## config.mk

```make
export PLATFORM = sky130hd
export DESIGN_NAME = bus_arb
export DESIGN_NICKNAME = d
export VERILOG_FILES = /design/src/rtl/bus_pkg.sv /design/src/rtl/bus_wdog.sv /design/src/rtl/bus_arb.sv
export SDC_FILE = /design/constraint.sdc
export NUM_CORES = 1
export LEC_CHECK = 0
export BUFFER_PORTS_ARGS = -buffer_cell sky130_fd_sc_hd__buf_2
export CAP_MARGIN = 20
export CORE_AREA = 2 2 104 106
export DETAILED_ROUTE_END_ITERATION = 12
export DIE_AREA = 0 0 106 108
export SYNTH_ARGS = -nofsm -noshare
export SYNTH_HDL_FRONTEND = slang
export SYNTH_SLANG_ARGS = --single-unit
```

## constraint.sdc

```tcl
create_clock -name clk -period 4.49 [get_ports clk]
set_clock_uncertainty 0.05 [all_clocks]
set_input_delay 0.449 -clock clk [delete_from_list [all_inputs] [get_ports clk]]
set_output_delay 0.449 -clock clk [all_outputs]
set_load 0.01 [all_outputs]
```

## src/rtl/bus_pkg.sv

```systemverilog
// bus_pkg: shared encodings and widths for the system bus arbiter.
package bus_pkg;
  typedef enum logic {OWN0 = 1'b0, OWN1 = 1'b1} owner_t;
  localparam int BUS_AW = 22;
  localparam int BUS_DW = 32;
  localparam int DEF_TIMEOUT = 64;
endpackage

```

## src/rtl/bus_wdog.sv

```systemverilog
// bus_wdog: counts unacknowledged strobe cycles and fires on the TIMEOUT-th one.
module bus_wdog
  import bus_pkg::*;
#(
  parameter int TIMEOUT = DEF_TIMEOUT,
  parameter int CW      = 8
) (
  input  logic clk,
  input  logic rst,
  input  logic active,
  input  logic ack,
  input  logic clr,
  output logic fire
);
  logic [CW-1:0] wcnt;
  always_comb fire = (TIMEOUT != 0) && active && !ack && (wcnt == CW'(TIMEOUT - 1));
  always_ff @(posedge clk)
    wcnt <= (rst || !active || ack || clr || fire || TIMEOUT == 0) ? '0 : wcnt + 1'b1;
endmodule

```

## src/rtl/bus_arb.sv

```systemverilog
// bus_arb: parked round-robin arbiter sharing one slave bus between two masters.
module bus_arb
  import bus_pkg::*;
#(
  parameter int TIMEOUT = DEF_TIMEOUT,
  parameter int CW      = 8
) (
  input  logic              clk,
  input  logic              rst,
  input  logic              m0_stb,
  input  logic              m0_we,
  input  logic [BUS_AW-1:0] m0_addr,
  input  logic [BUS_DW-1:0] m0_dout,
  output logic [BUS_DW-1:0] m0_din,
  output logic              m0_ack,
  input  logic              m1_stb,
  input  logic              m1_we,
  input  logic [BUS_AW-1:0] m1_addr,
  input  logic [BUS_DW-1:0] m1_dout,
  output logic [BUS_DW-1:0] m1_din,
  output logic              m1_ack,
  output logic              bus_stb,
  output logic              bus_we,
  output logic [BUS_AW-1:0] bus_addr,
  output logic [BUS_DW-1:0] bus_dout,
  input  logic [BUS_DW-1:0] bus_din,
  input  logic              bus_ack,
  output logic              bus_grant,
  output logic              bus_err
);
  owner_t owner, owner_nxt;
  logic o_stb, other_stb, o_ack, fire, sw;

  always_ff @(posedge clk) owner <= rst ? OWN0 : owner_nxt;

  // A switch only happens between transfers: owner idle or owner being acked.
  always_comb begin
    o_stb     = (owner == OWN1) ? m1_stb : m0_stb;
    other_stb = (owner == OWN1) ? m0_stb : m1_stb;
    o_ack     = bus_ack | fire;
    sw        = other_stb && (!o_stb || o_ack);
    owner_nxt = sw ? ((owner == OWN0) ? OWN1 : OWN0) : owner;
  end

  always_comb begin
    bus_stb   = o_stb && !fire;
    bus_we    = (owner == OWN1) ? m1_we : m0_we;
    bus_addr  = (owner == OWN1) ? m1_addr : m0_addr;
    bus_dout  = (owner == OWN1) ? m1_dout : m0_dout;
    m0_ack    = (owner == OWN0) && o_ack;
    m1_ack    = (owner == OWN1) && o_ack;
    m0_din    = ((owner == OWN0) && fire) ? '0 : bus_din;
    m1_din    = ((owner == OWN1) && fire) ? '0 : bus_din;
    bus_grant = (owner == OWN1);
    bus_err   = fire;
  end

  bus_wdog #(.TIMEOUT(TIMEOUT), .CW(CW)) u_wdog (
    .clk   (clk),
    .rst   (rst),
    .active(o_stb),
    .ack   (bus_ack),
    .clr   (sw),
    .fire  (fire)
  );
endmodule
```

==> results of run 1 <==
[cell families after synthesis]
family | Yosys count | share of synthesized area, %
flops | 9 | 10.8
fa+ha+maj | 1 | 0.750
buf+inv | 15 | 7.28
compound gates | 11 | 4.35
xor+xnor | 3 | 1.58
simple gates | 97 | 38.1
mux | 55 | 37.1
[where the power goes]
group | internal, mW | leakage (nW) | switching, mW | total (mW)
Clock | 0.0619 | 0.0228 | 0.0324 | 0.0943
Combinational | 0.162 | 1.53 | 0.132 | 0.294
Sequential | 0.0818 | 0.0732 | 0.000996 | 0.0828
[worst paths after layout]
path	startpoint	end	slack (ns)	depth (start not counted)
min	u_wdog.wcnt[0]	u_wdog.wcnt[0]	0.43	1
max reg2reg	u_wdog.wcnt[0]	bus_grant	2.85	4
min reg2reg	u_wdog.wcnt[0]	u_wdog.wcnt[0]	0.43	1
max	u_wdog.wcnt[0]	m1_din[31]	1.88	5
[state kept, by name (all words and copies together) (netlist names)]
signal and cells:
u_wdog.wcnt 8, bus_grant 1
[per-stage QoR]
step           instances  power (mW)  setup slack, ns  util, %  cell area [um^2]
2_1_floorplan        191       0.234             2.64        -              1670
3_3_place_gp         583       0.378             2.21     30.1              3080
3_5_place_dp         583       0.380             2.11     30.1              3080
4_1_cts              587       0.477             1.85     30.5              3120
5_1_grt              587       0.503             1.69     30.5              3120
6_report             587       0.471             1.88     30.5              3120
[Yosys cell counts]
master	instances
and2_1	61
mux2_2	55
dfxtp_1	9
buf_2	7
buf_6	7
nor2_1	7
and2_2	5
nand3_1	4
nand2_1	3
nor3b_1	3
a21oi_1	2
a31oi_1	2
nand4_4	2
nor2b_1	2
nor3_1	2
o21ai_0	2
xor2_1	2
a211o_1	1
a211oi_1	1
and2b_1	1
and4_1	1
buf_4	1
ha_1	1
nand2b_1	1
nand3_2	1
nand4b_1	1
nor3_4	1
o211ai_1	1
o21ai_2	1
o31ai_1	1
or3_1	1
or4_1	1
xnor2_1	1
[layout make-up]
class,instances,area [um^2]
Clock buffer,4,45.0
Multi-Input combinational cell,167,1370
Timing Repair Buffer,271,1360
Tap cell,136,170
Sequential cell,9,181
Fill cell,1109,7110
[critical path: cells and delay by family, from the launching register on]
family        cells  cell delay [ns]
fa+ha+maj         1             0.24
simple gates      3             1.14
flops             1             0.36
buf+inv           1             0.14
[metal layers]
layer / share of wire [%] / vias to the layer above / global-route usage (%)
li1: - / 1183 / -
met1: 35 / 1063 / 11.4
met2: 54 / 159 / 23.9
met3: 11 / 5 / 3.13
met4: 0.87 / 0 / 3.10
met5: 0 / - / 0
==> results.json, run 1 <==
{
  "syn_nets": 339,
  "crit_arrival_ns": 2.11,
  "area_delta_synth_final_pct": 87.2,
  "die_h_um": 108,
  "routedWlPerCell_um": 12.3,
  "cts_buffers": 3,
  "cp_max_fo": 32,
  "hold_viol_final": 0,
  "drc_errors": 0,
  "viasPerCell": 4.11,
  "grt_antenna_before_repair": 0,
  "grt_pass1_vias": 2285,
  "end_kind": "output pin",
  "grt_usage_pct": 11.7,
  "place.gp.congestion": 0.801,
  "post_cts_resized": 0,
  "grt_pass1_wl_mm": 10.7,
  "cp_slowest_stage_delay_ns": 0.45,
  "grt_max_degree": 62,
  "tightest_slew_ns": 0.714,
  "clockBufferDepth": 2,
  "initial_core_util_pct": 16.3,
  "drive_gt1_share_pct": 75.4,
  "synth-seq-area-share_pct": 10.8,
  "cp_slowest_cell": "and4_1",
  "rsz0062_at_grt": "false",
  "syn-cell-area_um2": 1670,
  "synth_area_leaders": "mux2_2 37%, and2_1 23%, dfxtp_1 11%",
  "root_buffer": "clkbuf_8",
  "synth_cells": 191,
  "nets": 600,
  "finalSetupViolCount": 0,
  "antenna_cells": 0,
  "cellPowerDensity_nw_per_um2": 151,
  "post_cts_buffers": 0,
  "drt_iter0_markers": 61,
  "drv_slew": 0,
  "placementRows": 37,
  "setup_tns_ns": 0,
  "final_common_cell": "buf_2",
  "clock.fmax_mhz": 383,
  "yosys_register_bits": 9,
  "slew_headroom_pct": 52.4,
  "worstHoldPathType": "reg2reg",
  "worstPathCellList": "ha_1 -> and4_1 -> nand4_4 -> and2_2 -> buf_2",
  "status": "finished, final reports clean",
  "chipWidth_um": 106,
  "wirelength_mm": 7.23,
  "ys_types": 33,
  "synth_top_area_share_pct": 37.1,
  "drtPass1Iterations": 4,
  "vias": 2410,
  "worst_setup_path_start_kind": "flop",
  "h-tree-depth": 1,
  "min_period_ns": 2.61,
  "io_pins": 271,
  "die_area_um2": 11400,
  "clk_latency_ns": 0.23,
  "dp_hpwl_mm": 6.37,
  "crit_required_ns": 3.99,
  "path_clk_slew_ns": 0.04,
  "critical_path_class": "reg2out",
  "cts_tree": "done",
  "vdd_drop_max_mv": 0.0740,
  "max_cap_violations": 0,
  "yosys_warnings": 0,
  "grt.overflow.total": 0,
  "cts_hold_buf": 0,
  "p_leak_nw": 1.63,
  "synth_area_per_cell_um2": 8.73,
  "min_period_over_period_pct": 58.1,
  "core_area_um2": 10200,
  "ant_nets": 0,
  "clock-sinks": 9,
  "worst_hold_slack_ns": 0.433,
  "port_buffers": 270,
  "synth_top_cell_by_area": "mux2_2",
  "mostFrequentLayoutCells": "270 x buf_2, 61 x and2_1, 55 x mux2_2"
}
No activity file was read; power rests on OpenSTA's default activity.
==> run 2, diff against run 1 <==
==> constraint.sdc (replaced) <==
create_clock -name clk -period 2.65 [get_ports clk]
set_clock_uncertainty 0.05 [all_clocks]
set_input_delay 0.265 -clock clk [delete_from_list [all_inputs] [get_ports clk]]
set_output_delay 0.265 -clock clk [all_outputs]
set_load 0.01 [all_outputs]
==> run 2 against run 1 <==
Net effect:
- total power rose by 70%
- utilization is 0.12 points higher
- die area unchanged
- via count down 0.66%
- global-route usage about the same
- combinational power up 70%
- critical endpoint unchanged
==> results.json, run 2 (synthesized netlist as in run 1, its figures left out) <==
{
  "status": "finished, final reports clean",
  "num-fill-cells": 1068,
  "routedWlPerCell_um": 12.1,
  "die_h_um": 108,
  "antenna_cells": 0,
  "cellPowerDensity_nw_per_um2": 256,
  "final_common_cell": "buf_2",
  "worst_hold_slack_ns": 0.317,
  "reg2regPathDepth": 4,
  "place.gp.congestion": 0.807,
  "placed_cells": 583,
  "area_delta_synth_final_pct": 87.9,
  "worstHoldPathType": "in2reg",
  "post_cts_resized": 0,
  "port_buffers": 270,
  "path_clk_slew_ns": 0.04,
  "cp-endpoint": "m1_din[31]",
  "fin_cells": 587,
  "clock-sinks": 9,
  "p_total_uw": 801,
  "r2r_slack_ns": 1.02,
  "drive_gt1_share_pct": 75.4,
  "viasPerCell": 4.08,
  "min_period_ns": 2.42,
  "drt_iter0_markers": 69,
  "fin_util_pct": 30.6,
  "wirelength_mm": 7.13,
  "netSwitchingPower_uw": 280,
  "finalSetupViolCount": 0,
  "cts_hold_buf": 0,
  "cp_max_fo": 32,
  "clockBufferDepth": 2,
  "initial_core_util_pct": 16.3,
  "final_area_um2": 3130,
  "die_area_um2": 11400,
  "pwr-share-comb_pct": 62.4,
  "pwr-share-seq_pct": 17.7,
  "end_kind": "output pin",
  "chipWidth_um": 106,
  "drtPass1Iterations": 4,
  "nets": 600,
  "setup_tns_ns": 0,
  "clk_latency_ns": 0.23,
  "grt_antenna_before_repair": 0,
  "largest_register": "u_wdog.wcnt",
  "drc_errors": 0,
  "mostFrequentLayoutCells": "270 x buf_2, 61 x and2_1, 55 x mux2_2",
  "cts_buffers": 3,
  "h-tree-depth": 1,
  "grt_pass1_vias": 2336,
  "p_leak_nw": 1.63,
  "largest_reg_flops": 8,
  "clock.fmax_mhz": 413,
  "cts_tree": "done",
  "tightest_slew_ns": 0.394,
  "reg2reg_from": "u_wdog.wcnt[0]",
  "hold_viol_final": 0,
  "io_pins": 271,
  "dp_worst_setup_slack_ns": 0.442,
  "dp_hpwl_mm": 6.26,
  "grt.overflow.total": 0,
  "worst_setup_path_start_kind": "flop",
  "ant_nets": 0,
  "slew_headroom_pct": 73.7,
  "crit_arrival_ns": 2.10,
  "netSwitchingFraction_pct": 34.9,
  "crit_required_ns": 2.34,
  "max_cap_violations": 0,
  "grt_usage_pct": 11.6,
  "internal_power_uw": 521,
  "drv_slew": 0,
  "grt_pass1_wl_mm": 10.8,
  "critical_path_class": "reg2out",
  "post_cts_buffers": 0,
  "min_period_over_period_pct": 91.3,
  "vdd_drop_max_mv": 0.116,
  "vias": 2394,
  "worst_slack_ns": 0.230,
  "place_area_um2": 3090,
  "placementRows": 37,
  "p_clk_share_pct": 19.9,
  "startpoint": "u_wdog.wcnt[0]",
  "root_buffer": "clkbuf_8",
  "rsz0062_at_grt": "false",
  "core_area_um2": 10200,
  "grt_max_degree": 60,
  "timing.rr.end": "bus_grant"
}
run 2: cell types whose count changed in the layout (fill, tap and decap cells not counted):
cell    delta
buf_12     +1
buf_4      -1
run 2: power groups by stage:
stage | logic (mW) | clock network (mW) | registers (mW)
after detailed placement | 0.503 | 0 | 0.144
final | 0.500 | 0.159 | 0.142
after global placement | 0.501 | 0 | 0.144
after CTS | 0.506 | 0.163 | 0.142
after global routing | 0.543 | 0.174 | 0.142
after floorplan | 0.255 | 0 | 0.143
run 2: layout make-up:
class | count | area, um^2 | share of cell area [%]
timing repair buffer | 271 | 1370 | 43.8
multi-input combinational | 167 | 1370 | 43.6
sequential | 9 | 181 | 5.79
clock buffer | 4 | 45.0 | 1.44
tap | 136 | 170 | 5.43
run 2: worst min path at each step:
stage,cells past startpoint,from,slack (ns),to
floorplan,1,u_wdog.wcnt[0],0.40,u_wdog.wcnt[0]
global placement,1,u_wdog.wcnt[0],0.41,u_wdog.wcnt[0]
detailed placement,1,u_wdog.wcnt[0],0.43,u_wdog.wcnt[0]
CTS,3,rst,0.32,bus_grant
global route,3,rst,0.36,bus_grant
finish,3,rst,0.32,bus_grant
run 2: critical path: stages, from the launching register on:
cell     delay [ns]
dfxtp_1        0.36
ha_1           0.23
and4_1         0.44
nand4_4        0.37
and2_2         0.33
buf_2          0.13
run 2: layer usage:
metal	vias to the layer above	global-route usage, %	wire, um
met2	165	23.7	3760
met1	1039	11.2	2480
li1	1179	-	-
met3	11	3.32	762
met5	-	0	0
met4	0	3.67	133
==> run 3, diff against run 2 <==
--- a/config.mk
+++ b/config.mk
@@ -5,9 +5,10 @@
 export SDC_FILE = /design/constraint.sdc
 export NUM_CORES = 1
 export LEC_CHECK = 0
-export BUFFER_PORTS_ARGS = -buffer_cell sky130_fd_sc_hd__buf_2
+export BUFFER_PORTS_ARGS = -buffer_cell sky130_fd_sc_hd__buf_4
 export CAP_MARGIN = 20
 export CORE_AREA = 2 2 104 106
+export CTS_BUF_LIST = sky130_fd_sc_hd__clkbuf_4 sky130_fd_sc_hd__clkbuf_8
 export DETAILED_ROUTE_END_ITERATION = 12
 export DIE_AREA = 0 0 106 108
 export SYNTH_ARGS = -nofsm -noshare
==> run 3 against run 2 <==
Net effect:
- critical path depth stayed put
- utilization is 6.5 points higher
- cell count stayed put
- sequential share of layout area is 1.0 points lower
- first-iteration DRC count is 8.7% lower
- global-route usage is 1.1 points higher
- via count is 0.33% higher
- non-clock buffer count stayed put
- combinational power is 28% higher
- sequential power hardly changed
- largest cell class unchanged
- largest power group unchanged
==> results.json, run 3 (synthesized netlist as in run 1, its figures left out) <==
{
  "timing.rr.end": "bus_grant",
  "mostFrequentLayoutCells": "271 x buf_4, 61 x and2_1, 55 x mux2_2",
  "post_cts_buffers": 0,
  "drive_gt1_share_pct": 75.6,
  "port_buffers": 270,
  "worst_setup_path_start_kind": "flop",
  "tightest_slew_ns": 0.697,
  "h-tree-depth": 1,
  "grt_pass1_vias": 2410,
  "register_area_um2": 181,
  "setup_tns_ns": 0,
  "die_h_um": 108,
  "ant_nets": 0,
  "drt_iter0_markers": 63,
  "reg2reg_from": "u_wdog.wcnt[0]",
  "drv_slew": 0,
  "final_area_um2": 3800,
  "place.gp.congestion": 0.813,
  "cts_tree": "done",
  "nets": 600,
  "final_common_cell": "buf_4",
  "r2r_slack_ns": 0.97,
  "grt.overflow.total": 0,
  "p_total_uw": 945,
  "cts_buffers": 3,
  "hold_start": "rst",
  "cp_slowest_stage_delay_ns": 0.46,
  "rsz0062_at_grt": "false",
  "hold_viol_final": 0,
  "core_area_um2": 10200,
  "area_delta_synth_final_pct": 128,
  "viasPerCell": 4.09,
  "routedWlPerCell_um": 13.5,
  "placementRows": 37,
  "crit_required_ns": 2.34,
  "cp-endpoint": "m1_din[31]",
  "chipWidth_um": 106,
  "io_pins": 271,
  "status": "finished, final reports clean",
  "p_leak_nw": 1.86,
  "grt_antenna_before_repair": 0,
  "post_cts_resized": 0,
  "wirelength_mm": 7.91,
  "die_area_um2": 11400,
  "dp_hpwl_mm": 6.89,
  "largest_register": "u_wdog.wcnt",
  "place_area_um2": 3750,
  "vias": 2402,
  "slew_headroom_pct": 53.6,
  "drtPass1Iterations": 4,
  "worstPathCellList": "ha_1 -> and4_1 -> nand4_4 -> and2_2 -> buf_4",
  "critical_path_class": "reg2out",
  "grt_max_degree": 58,
  "min_period_over_period_pct": 92.9,
  "crit_arrival_ns": 2.15,
  "drc_errors": 0,
  "grt_pass1_wl_mm": 11.7,
  "cts_hold_buf": 0,
  "clock-sinks": 9,
  "initial_core_util_pct": 16.3,
  "multi_input_area_um2": 1370,
  "startpoint": "u_wdog.wcnt[0]",
  "path_clk_slew_ns": 0.04,
  "finalSetupViolCount": 0,
  "end_kind": "output pin",
  "reg2regPathDepth": 4,
  "min_period_ns": 2.46,
  "root_buffer": "clkbuf_8",
  "vdd_drop_max_mv": 0.108,
  "cp_max_fo": 32,
  "clock.fmax_mhz": 406,
  "antenna_cells": 0,
  "num-fill-cells": 1043,
  "clockBufferDepth": 2,
  "clk_latency_ns": 0.23,
  "worstHoldPathType": "in2reg",
  "max_cap_violations": 0,
  "grt_usage_pct": 12.7,
  "cellPowerDensity_nw_per_um2": 249,
  "cp_slowest_cell": "and4_1",
  "largest_reg_flops": 8
}
-- run 3: through the flow --
| step | setup slack (ns) | std cells | utilization, % | hold slack [ns] |
|---|---|---|---|---|
| final | 0.189 | 587 | 37.2 | 0.295 |
| after global placement | 0.510 | 583 | 36.7 | 0.413 |
| after CTS | 0.179 | 587 | 37.2 | 0.295 |
| after global routing | 0.0262 | 587 | 37.2 | 0.305 |
| after floorplan | 0.986 | 191 | - | 0.405 |
| after detailed placement | 0.431 | 583 | 36.7 | 0.439 |
-- run 3: report_power, final --
part	internal, mW	leakage (nW)	total (mW)	switching, mW
logic	0.405	1.76	0.638	0.233
registers	0.139	0.0732	0.141	0.00270
clock network	0.115	0.0262	0.166	0.0511
-- run 3: worst min-delay path by stage --
stage	endpoint	slack, ns	cells after the start
after CTS	bus_grant	0.30	3
after floorplan	u_wdog.wcnt[0]	0.40	1
after global placement	u_wdog.wcnt[0]	0.41	1
final	bus_grant	0.30	3
after global routing	bus_grant	0.30	3
after detailed placement	u_wdog.wcnt[0]	0.44	1
-- run 3: routing by layer --
layer  share of wire [%]  GRT usage, %  wire length [um]
met4                 1.8          4.04               145
met1                  34          12.4              2690
met3                  11          4.40               904
met2                  53          25.2              4170
met5                   0             0                 0
-- run 3: layout make-up --
cell class              count  share of cell area (%)
clock buffers               4                    1.28
well taps                 136                    4.48
multi-input cells         167                    35.9
repair buffers            271                    53.5
flip-flops and latches      9                    4.77
-- run 3: critical path, delay by kind of cell, from the launching register on --
family,cells,cell delay (ns)
adder cells (fa/ha/maj),1,0.23
AND/OR/NAND/NOR,3,1.17
flip-flops,1,0.36
buffers and inverters,1,0.14
